**config.mk**
```make
export PLATFORM = sky130hd
export DESIGN_NAME = gbcam_dither_capture
export DESIGN_NICKNAME = d
export VERILOG_FILES = /design/src/rtl/gbcam_dither_capture.sv
export SDC_FILE = /design/constraint.sdc
export NUM_CORES = 2
export LEC_CHECK = 0
export CELL_PAD_IN_SITES_DETAIL_PLACEMENT = 1
export CELL_PAD_IN_SITES_GLOBAL_PLACEMENT = 2
export CORE_ASPECT_RATIO = 0.5
export CORE_MARGIN = 2
export CORE_UTILIZATION = 40
export DETAILED_ROUTE_END_ITERATION = 8
export PLACE_DENSITY_LB_ADDON = 0.08
export SYNTH_ARGS = -nofsm -noshare
export SYNTH_HDL_FRONTEND = slang
export SYNTH_SLANG_ARGS = --single-unit
```
**constraint.sdc**
```tcl
create_clock -name sys_clock -period 16.4 [get_ports sys_clock]
set_input_delay 2.46 -clock sys_clock [delete_from_list [all_inputs] [get_ports sys_clock]]
set_output_delay 2.46 -clock sys_clock [all_outputs]
set_load 0.05 [all_outputs]
```
**src/rtl/gbcam_dither_capture.sv**
```systemverilog
// rtl/gbcam_dither_capture.sv - camera capture engine: 4x4 ordered dither of a 128x112 luma frame into GB 2bpp tiles
module gbcam_dither_capture (
   input  logic        sys_clock,
   input  logic        sys_reset,
   input  logic        Cam_Capture,
   input  logic        Bram_Req_Write,
   input  logic [9:0]  Bram_Addr,
   input  logic [7:0]  Bram_Data,
   output logic        Frame_req,
   input  logic        Pix_valid,
   input  logic [7:0]  Pix_data,
   output logic        Pix_ready,
   output logic        Sram_we,
   output logic [12:0] Sram_addr,
   output logic [7:0]  Sram_wdata,
   output logic        Sig_CamCaptureFinish
);

   typedef enum logic [2:0] {
      S_IDLE    = 3'd0,
      S_REQ     = 3'd1,
      S_CAPTURE = 3'd2,
      S_WR_HI   = 3'd3,
      S_DONE    = 3'd4
   } state_t;

   state_t      state_q, state_d;
   logic        cap_prev_q, cap_prev_d;
   logic        breq_prev_q, breq_prev_d;
   logic [7:0]  thr_q [48];
   logic [7:0]  thr_d [48];
   logic [6:0]  x_q, x_d;
   logic [6:0]  y_q, y_d;
   logic [7:0]  lo_acc_q, lo_acc_d;
   logic [7:0]  hi_acc_q, hi_acc_d;
   logic        last_q, last_d;
   logic        we_q, we_d;
   logic [12:0] addr_q, addr_d;
   logic [7:0]  wdata_q, wdata_d;
   logic        fin_q, fin_d;

   logic        thr_wr;
   logic        pix_acc;
   logic [3:0]  mtx_idx;
   logic [5:0]  t_idx;
   logic [7:0]  t0, t1, t2;
   logic [1:0]  color;
   logic [7:0]  lo_new, hi_new;

   // Threshold write on the rising edge of the request, only inside the 48-entry window
   always_comb begin
      thr_wr = Bram_Req_Write && !breq_prev_q
               && (Bram_Addr[9:6] == 4'b1000) && (Bram_Addr[5:0] < 6'd48);
      thr_d = thr_q;
      if (thr_wr) begin
         thr_d[Bram_Addr[5:0]] = Bram_Data;
      end
   end

   // Classify the current pixel against its matrix cell and merge it into both plane bytes
   always_comb begin
      pix_acc = (state_q == S_CAPTURE) && Cam_Capture && Pix_valid;
      mtx_idx = {y_q[1:0], x_q[1:0]};
      t_idx   = {2'b00, mtx_idx} + {1'b0, mtx_idx, 1'b0};
      t0      = thr_q[t_idx];
      t1      = thr_q[t_idx + 6'd1];
      t2      = thr_q[t_idx + 6'd2];
      if (Pix_data < t0) begin
         color = 2'd3;
      end else if (Pix_data < t1) begin
         color = 2'd2;
      end else if (Pix_data < t2) begin
         color = 2'd1;
      end else begin
         color = 2'd0;
      end
      lo_new = lo_acc_q;
      hi_new = hi_acc_q;
      lo_new[~x_q[2:0]] = color[0];
      hi_new[~x_q[2:0]] = color[1];
   end

   // Next-state logic; a low trigger aborts any in-progress capture
   always_comb begin
      state_d = state_q;
      case (state_q)
         S_IDLE: begin
            if (Cam_Capture && !cap_prev_q) begin
               state_d = S_REQ;
            end
         end
         S_REQ: begin
            state_d = Cam_Capture ? S_CAPTURE : S_IDLE;
         end
         S_CAPTURE: begin
            if (!Cam_Capture) begin
               state_d = S_IDLE;
            end else if (pix_acc && (x_q[2:0] == 3'd7)) begin
               state_d = S_WR_HI;
            end
         end
         S_WR_HI: begin
            if (!Cam_Capture) begin
               state_d = S_IDLE;
            end else if (last_q) begin
               state_d = S_DONE;
            end else begin
               state_d = S_CAPTURE;
            end
         end
         S_DONE: begin
            if (!Cam_Capture) begin
               state_d = S_IDLE;
            end
         end
         default: state_d = S_IDLE;
      endcase
   end

   // Position counters, accumulators and the registered SRAM write port
   always_comb begin
      cap_prev_d  = Cam_Capture;
      breq_prev_d = Bram_Req_Write;
      x_d         = x_q;
      y_d         = y_q;
      lo_acc_d    = lo_acc_q;
      hi_acc_d    = hi_acc_q;
      last_d      = last_q;
      we_d        = 1'b0;
      addr_d      = addr_q;
      wdata_d     = wdata_q;
      fin_d       = (state_q == S_DONE) && Cam_Capture;
      if (state_q == S_REQ) begin
         x_d      = 7'd0;
         y_d      = 7'd0;
         lo_acc_d = 8'd0;
         hi_acc_d = 8'd0;
         last_d   = 1'b0;
      end
      if (pix_acc) begin
         lo_acc_d = lo_new;
         hi_acc_d = hi_new;
         x_d      = x_q + 7'd1;
         if (x_q == 7'd127) begin
            y_d = y_q + 7'd1;
         end
         if (x_q[2:0] == 3'd7) begin
            we_d    = 1'b1;
            addr_d  = 13'h100 + {1'b0, y_q[6:3], x_q[6:3], y_q[2:0], 1'b0};
            wdata_d = lo_new;
            last_d  = (x_q == 7'd127) && (y_q == 7'd111);
         end
      end
      if ((state_q == S_WR_HI) && Cam_Capture) begin
         we_d    = 1'b1;
         addr_d  = addr_q | 13'd1;
         wdata_d = hi_acc_q;
      end
   end

   // Moore outputs decoded from the current state
   always_comb begin
      Frame_req            = (state_q == S_REQ);
      Pix_ready            = (state_q == S_CAPTURE);
      Sram_we              = we_q;
      Sram_addr            = addr_q;
      Sram_wdata           = wdata_q;
      Sig_CamCaptureFinish = fin_q;
   end

   // State and datapath registers with synchronous reset
   always_ff @(posedge sys_clock) begin
      if (sys_reset) begin
         state_q     <= S_IDLE;
         cap_prev_q  <= 1'b0;
         breq_prev_q <= 1'b0;
         x_q         <= 7'd0;
         y_q         <= 7'd0;
         lo_acc_q    <= 8'd0;
         hi_acc_q    <= 8'd0;
         last_q      <= 1'b0;
         we_q        <= 1'b0;
         addr_q      <= 13'd0;
         wdata_q     <= 8'd0;
         fin_q       <= 1'b0;
         for (int i = 0; i < 48; i++) begin
            thr_q[i] <= 8'd0;
         end
      end else begin
         state_q     <= state_d;
         cap_prev_q  <= cap_prev_d;
         breq_prev_q <= breq_prev_d;
         x_q         <= x_d;
         y_q         <= y_d;
         lo_acc_q    <= lo_acc_d;
         hi_acc_q    <= hi_acc_d;
         last_q      <= last_d;
         we_q        <= we_d;
         addr_q      <= addr_d;
         wdata_q     <= wdata_d;
         fin_q       <= fin_d;
         thr_q       <= thr_d;
      end
   end

endmodule
```
[After elaboration in Yosys (flattened, before gate mapping)]
Cells that the tools add are included.
W data, S select, Z words.
Operators by class
  add/subtract/negate cells: 6
  multipliers: 0
  divide/modulo/power cells: 0
  $lt $le $gt $ge: 11
  equal/unequal tests: 11
  shift operators: 0
  multiplexer cells: 47
  bitwise gates (word level): 6
  reduce and logical (&&, ||, !) cells: 21
Operators by type and width (count)
  $bwmux W384: 1
  $bmux W8 S6: 3
  $mux W8: 13
  $demux W8 S6: 1
  $mux W7: 5
  $ge A7 B7 Y1 const B: 4
  $not A6 Y7: 4
  $lt A8 B8 Y1: 3
  $mux W3: 6
  $bwmux W8: 2
  $pmux W3 S5: 1
  $add A7 B1 Y7 const B: 2
  $eq A7 B7 Y1 const B: 2
  $add A9 B12 Y13 const A: 1
  $logic_and A1 B1 Y1: 12
  $mux W1: 11
  $lt A7 B1 Y1 const B: 1
  $add A4 B5 Y6: 1
  $add A6 B1 Y6 const B: 1
  $add A6 B2 Y6 const B: 1
  $eq A3 B2 Y1 const B: 2
  $eq A3 B3 Y1 const B: 2
  $lt A6 B6 Y1 const B: 1
  $mux W2: 3
  other kinds (14): 19
Storage, ports and cells
  register bits: 443
  latch bits: 0
  RAM bits: 0
  bits in read-only memories: 0
  input bits: 31
  output and inout bits: 25
  logic and storage cells: 163
  memories kept: 0

[Depth between registers and ports, before layout]
  depth in word-level cells: 14
  depth in mapped cells: 26
  mapped depth without buffers: 21

[Worst setup path after synthesis]
OpenSTA, ideal clock, no wires.
  path kind: register -> register
  start: reg x_q[1]
  end: reg hi_acc_q[7]
  library setup time: 69 ps
  data arrival time: 5400 ps
  setup slack: 10931 ps
  cell stages (with the launch flop): 22
  cells stage by stage: dfxtp_1 ha_1 inv_1 fa_1 buf_4 buf_2 buf_1 mux4_2 nand2_1 a21oi_1 a21oi_1 o21ai_0 a32oi_1 ha_1 a21o_1 a21o_1 a21o_1 a2111oi_0 o22ai_2 buf_4 a21o_2 o21ai_1
On the way
  longest elaborated chain between the ends: 11
Ends and longest elaborated chain
  from (decl): line 32  | logic [6:0] x_q, x_d;
  from (signal assigned): line 177  | x_q <= 7'd0;
  from (signal assigned): line 193  | x_q <= x_d;
  $add A4 B5 Y6: line 64  | t_idx = {2'b00, mtx_idx} + {1'b0, mtx_idx, 1'b0};
  $add A6 B1 Y6: line 66  | t1 = thr_q[t_idx + 6'd1];
  $not A6 Y7 (not written as such): line 66
  $bmux W8 S6: line 66
  $mux W8 (not written as such) (2 in series): line 66
  $lt A8 B8 Y1: line 70  | end else if (Pix_data < t1) begin
  $mux W2: line 70
  $mux W2: line 68  | if (Pix_data < t0) begin
  $bwmux W8 *: line 80  | hi_new[~x_q[2:0]] = color[1];
  $mux W8 *: line 140  | if (pix_acc) begin
  to (signal assigned): line 196  | hi_acc_q <= hi_acc_d;
  to (decl): line 35  | logic [7:0] hi_acc_q, hi_acc_d;
Every way passes the cells marked *; elsewhere a longest branch is shown, timed or not. The select of a mux whose other input is x is not followed.
A chain may end at the register's enable or synchronous reset.

[Worst setup path in the final report]
  start: reg x_q[0]
  end: reg lo_acc_q[7]
On the way
  longest elaborated chain between the ends: 12
Ends and longest elaborated chain
  $add A4 B5 Y6: line 64
  $add A6 B2 Y6: line 67  | t2 = thr_q[t_idx + 6'd2];
  $not A6 Y7 (not written as such): line 67
  $bmux W8 S6: line 67
  $mux W8 (not written as such) (2 in series): line 67
  $lt A8 B8 Y1: line 72  | end else if (Pix_data < t2) begin
  $mux W1: line 72
  $mux W2: line 70
  $mux W2: line 68
  $bwmux W8 *: line 79  | lo_new[~x_q[2:0]] = color[0];
  $mux W8 *: line 140
  to (signal assigned): line 195  | lo_acc_q <= lo_acc_d;
  to (decl): line 34  | logic [7:0] lo_acc_q, lo_acc_d;
Marks and branches as above.

==> results.md <==
* Max cap viols at 0
* Setup TNS at 0 ps
* Clk sink count at 443
* Worst EP required at between 15000 and 20000 ps
* Top_reg_cell synth: dfxtp_1
* Core ar. at 65200 sq um
* Layer with the highest usage: met2
* Multiplexer share of the synthesized area at between 40% and 50%
* Setup bufs post-CTS at 0
* Post_cts resized at 0
* Detailed placer's ending HPWL at ~60000 um
* CTS root buffer: clkbuf_16
* Hold path depth at 2
* Post-route DRC at 0
* Avg WL per Cell at 28.4 um
* Compound-Gate Fraction of Synth Area at 5.96%
* Synthesized area at 26500 sq um
* Hold-fix buffers, CTS at 0
* Top cell type by total area after synthesis: dfxtp_1
* Antenna cells at 0
* Die area at 68400 sq um
* CP Max Fanout at 48
* Total power at between 2 and 2.5 mW
* Async set or reset register ratio after synthesis at 0%
* First-pass detailed-route iteration total at 7
* Worst VDD drop at 75.5 uV
* Num CTS Buffers at 46
* Largest net degree at the start of global routing at 187
* Global route total overflow at 0
* Port Buffers at 55
* Post-Syn Nets at 2508
* Post-layout instance area at 29300 sq um
* Simple logic cell fraction of the synthesized area at 12.7%
* CP endpoint kind: flip-flop
* Clock Tree Buf Depth at 3
* Met2 Use GR at 42.0%
* Final WL at 93500 um
* CTS clk-pin slew, worst paths at 60 ps
* Most frequent cells in the layout: dfxtp_1, nor2_1, mux2i_1
* Fin crit period at 7850 ps
* Relative slew slack at between 10% and 20%
* Cell Area, Placed at 27700 sq um
* IO Pins at 56
* Number of library cell types mapped by synthesis at 67
* FMAX at 127 MHz
* Worst min path class: reg2reg
* P&R area growth vs syn at 10.6%
* Cell Rows at 66
* Total number of vias at 20746
* First-pass GRT wire length at between 100000 and 150000 um
* PwrDens at 79.6 nW/um^2
* GR Util met3 at roughly 7.6%
* Core Util, Final at between 40 and 50%
* H-tree levels at 2
* Share of layout cells above drive strength 1 at around a fifth
* Post-synth EDFFs at 0
* M1 GR Usage at between 30% and 40%
* Main combinational cell family by area after synthesis: multiplexers
* Yosys warnings at 0
* Hold Violations, Final at 0
* Post-layout nets at between 2000 and 2500
* Share of the synthesized area in the top cell type at between 30% and 40%
* CP Data Arrival Time at 8370 ps
* CP startpoint kind: flip-flop
* Avg Cell Area, Syn at about 11 sq um
* Worst-skew pair later-pin latency at 610 ps
* Vias per inst at 6.30
* Post-synthesis adder-cell area fraction at about 1.4%
* Seq/Total Area, Yosys at 33.5%
* Worst slew pin tran at 1340 ps
* Iteration-0 DRC Markers at between 2000 and 2500
* Yosys reg bits at between 400 and 500
* Worst reg2reg startpoint: x_q[0]
* Most common cell after layout, fill and taps aside: dfxtp_1
* Slew Limit Fails at 0
* Hold wc startpoint: Sram_addr[9]
* Initial antenna violation count at 3
* Fin crit share at 47.9%
* CTS tree: done
* Starting density of the core at 40.6%
* DRT antenna net count at 0
* Status: finished, final reports clean
* RePlAce Congestion at 0.866
* Die Y at about 190 um
* Leakage at about 11 nW
* Unrepaired setup endpoints after global routing: false
* Post-synthesis cell count at 2447
* Global Route Usage Sum at 27.5%
* Largest cells by area after synthesis: dfxtp_1, mux4_2, mux2i_1
* Setup violations, final at 0
* Synth Area in XOR/XNOR at 0.539%
* Critical path type: reg2reg
* Reg2Reg Depth at 22
* CP startpoint: x_q[0]
* Clock Skew at between 15 and 20 ps
* Die W at 368 um
* Number of global-route vias before repair at 20214
-- kinds of logic after synthesis --
group	after synthesis
buffers and inverters	228
adders and majority gates	30
and+or+nand+nor	781
DFF	443
xor gates and xnor gates	12
muxes	706
AOI/OAI and AO/OA	247
-- per-stage QoR --
step | hold WS, ps | setup WS, ps | instances
detailed placement | 448 | 8500 | 3214
CTS | 457 | 8460 | 3294
global placement | 443 | 8650 | 3214
floorplan | 440 | 10930 | 2447
finish | 452 | 8550 | 3294
global route | 476 | 7940 | 3294
-- worst max-delay path, stage by stage (launching register included) --
cell and delay [ps]:
dfxtp_4 490, buf_4 630, ha_1 410, inv_1 80, fa_4 1070, clkinv_1 510, ha_2 380, nand2_1 170
xnor2_2 360, buf_4 550, mux4_2 580, a21oi_1 390, nor2_1 90, a21oi_1 160, ha_1 150, o21ai_0 80
nand2b_1 70, a21oi_1 80, nor2_1 110, o31a_1 140, a31o_1 600, nand3_4 250, a221oi_2 300
-- cells in the mapped netlist, types with 10 or more instances --
library cell and count:
dfxtp_1 443, nor2_1 424, mux2i_1 369, mux4_2 328
nand2_1 174, clkbuf_1 136, a21oi_1 113, nand3_1 83
buf_2 44, a211oi_1 33, ha_1 29, buf_1 26
nor2b_1 21, o21ai_0 21, a31oi_1 19, and3_1 14
buf_4 10, nor3_1 10
-- flip-flops by register name, indices dropped and copies added, names as in the netlist, 3 cells and up --
| register | flops |
|---|---|
| x_q | 7 |
| thr_q | 384 |
| y_q | 7 |
| hi_acc_q | 8 |
| lo_acc_q | 8 |
| Sram_addr | 13 |
| state_q | 3 |
| Sram_wdata | 8 |
-- layout make-up --
class / count / area [sq um]
Fill cell: 7009 / 36000
Clock buffer: 67 / 1410
Multi-Input combinational cell: 1776 / 16700
Tap cell: 884 / 1110
Timing Repair Buffer: 102 / 906
Clock inverter: 13 / 199
Sequential cell: 443 / 8870
Inverter: 9 / 33.8
-- metal layers --
layer  vias to the layer above  wire (um)
met3                       130       7660
met5                         -         26
met2                       737      41200
met4                         4       2180
li1                       9031          -
met1                     10844      42400
-- final timing paths --
check | slack, ps | end
worst max-delay path | 8550 | lo_acc_q[7]
worst min-delay path | 450 | Sram_addr[9]
worst max register to register | 8550 | lo_acc_q[7]
worst min register to register | 450 | Sram_addr[9]
-- report_power, final --
part	internal, mW	total (mW)	switching [mW]
registers	1.08	1.08	0.000905
clock network	0.675	1.16	0.490
logic	0.0221	0.0897	0.0676
total	1.77	2.33	0.558
(Power assumes the default switching activity.)
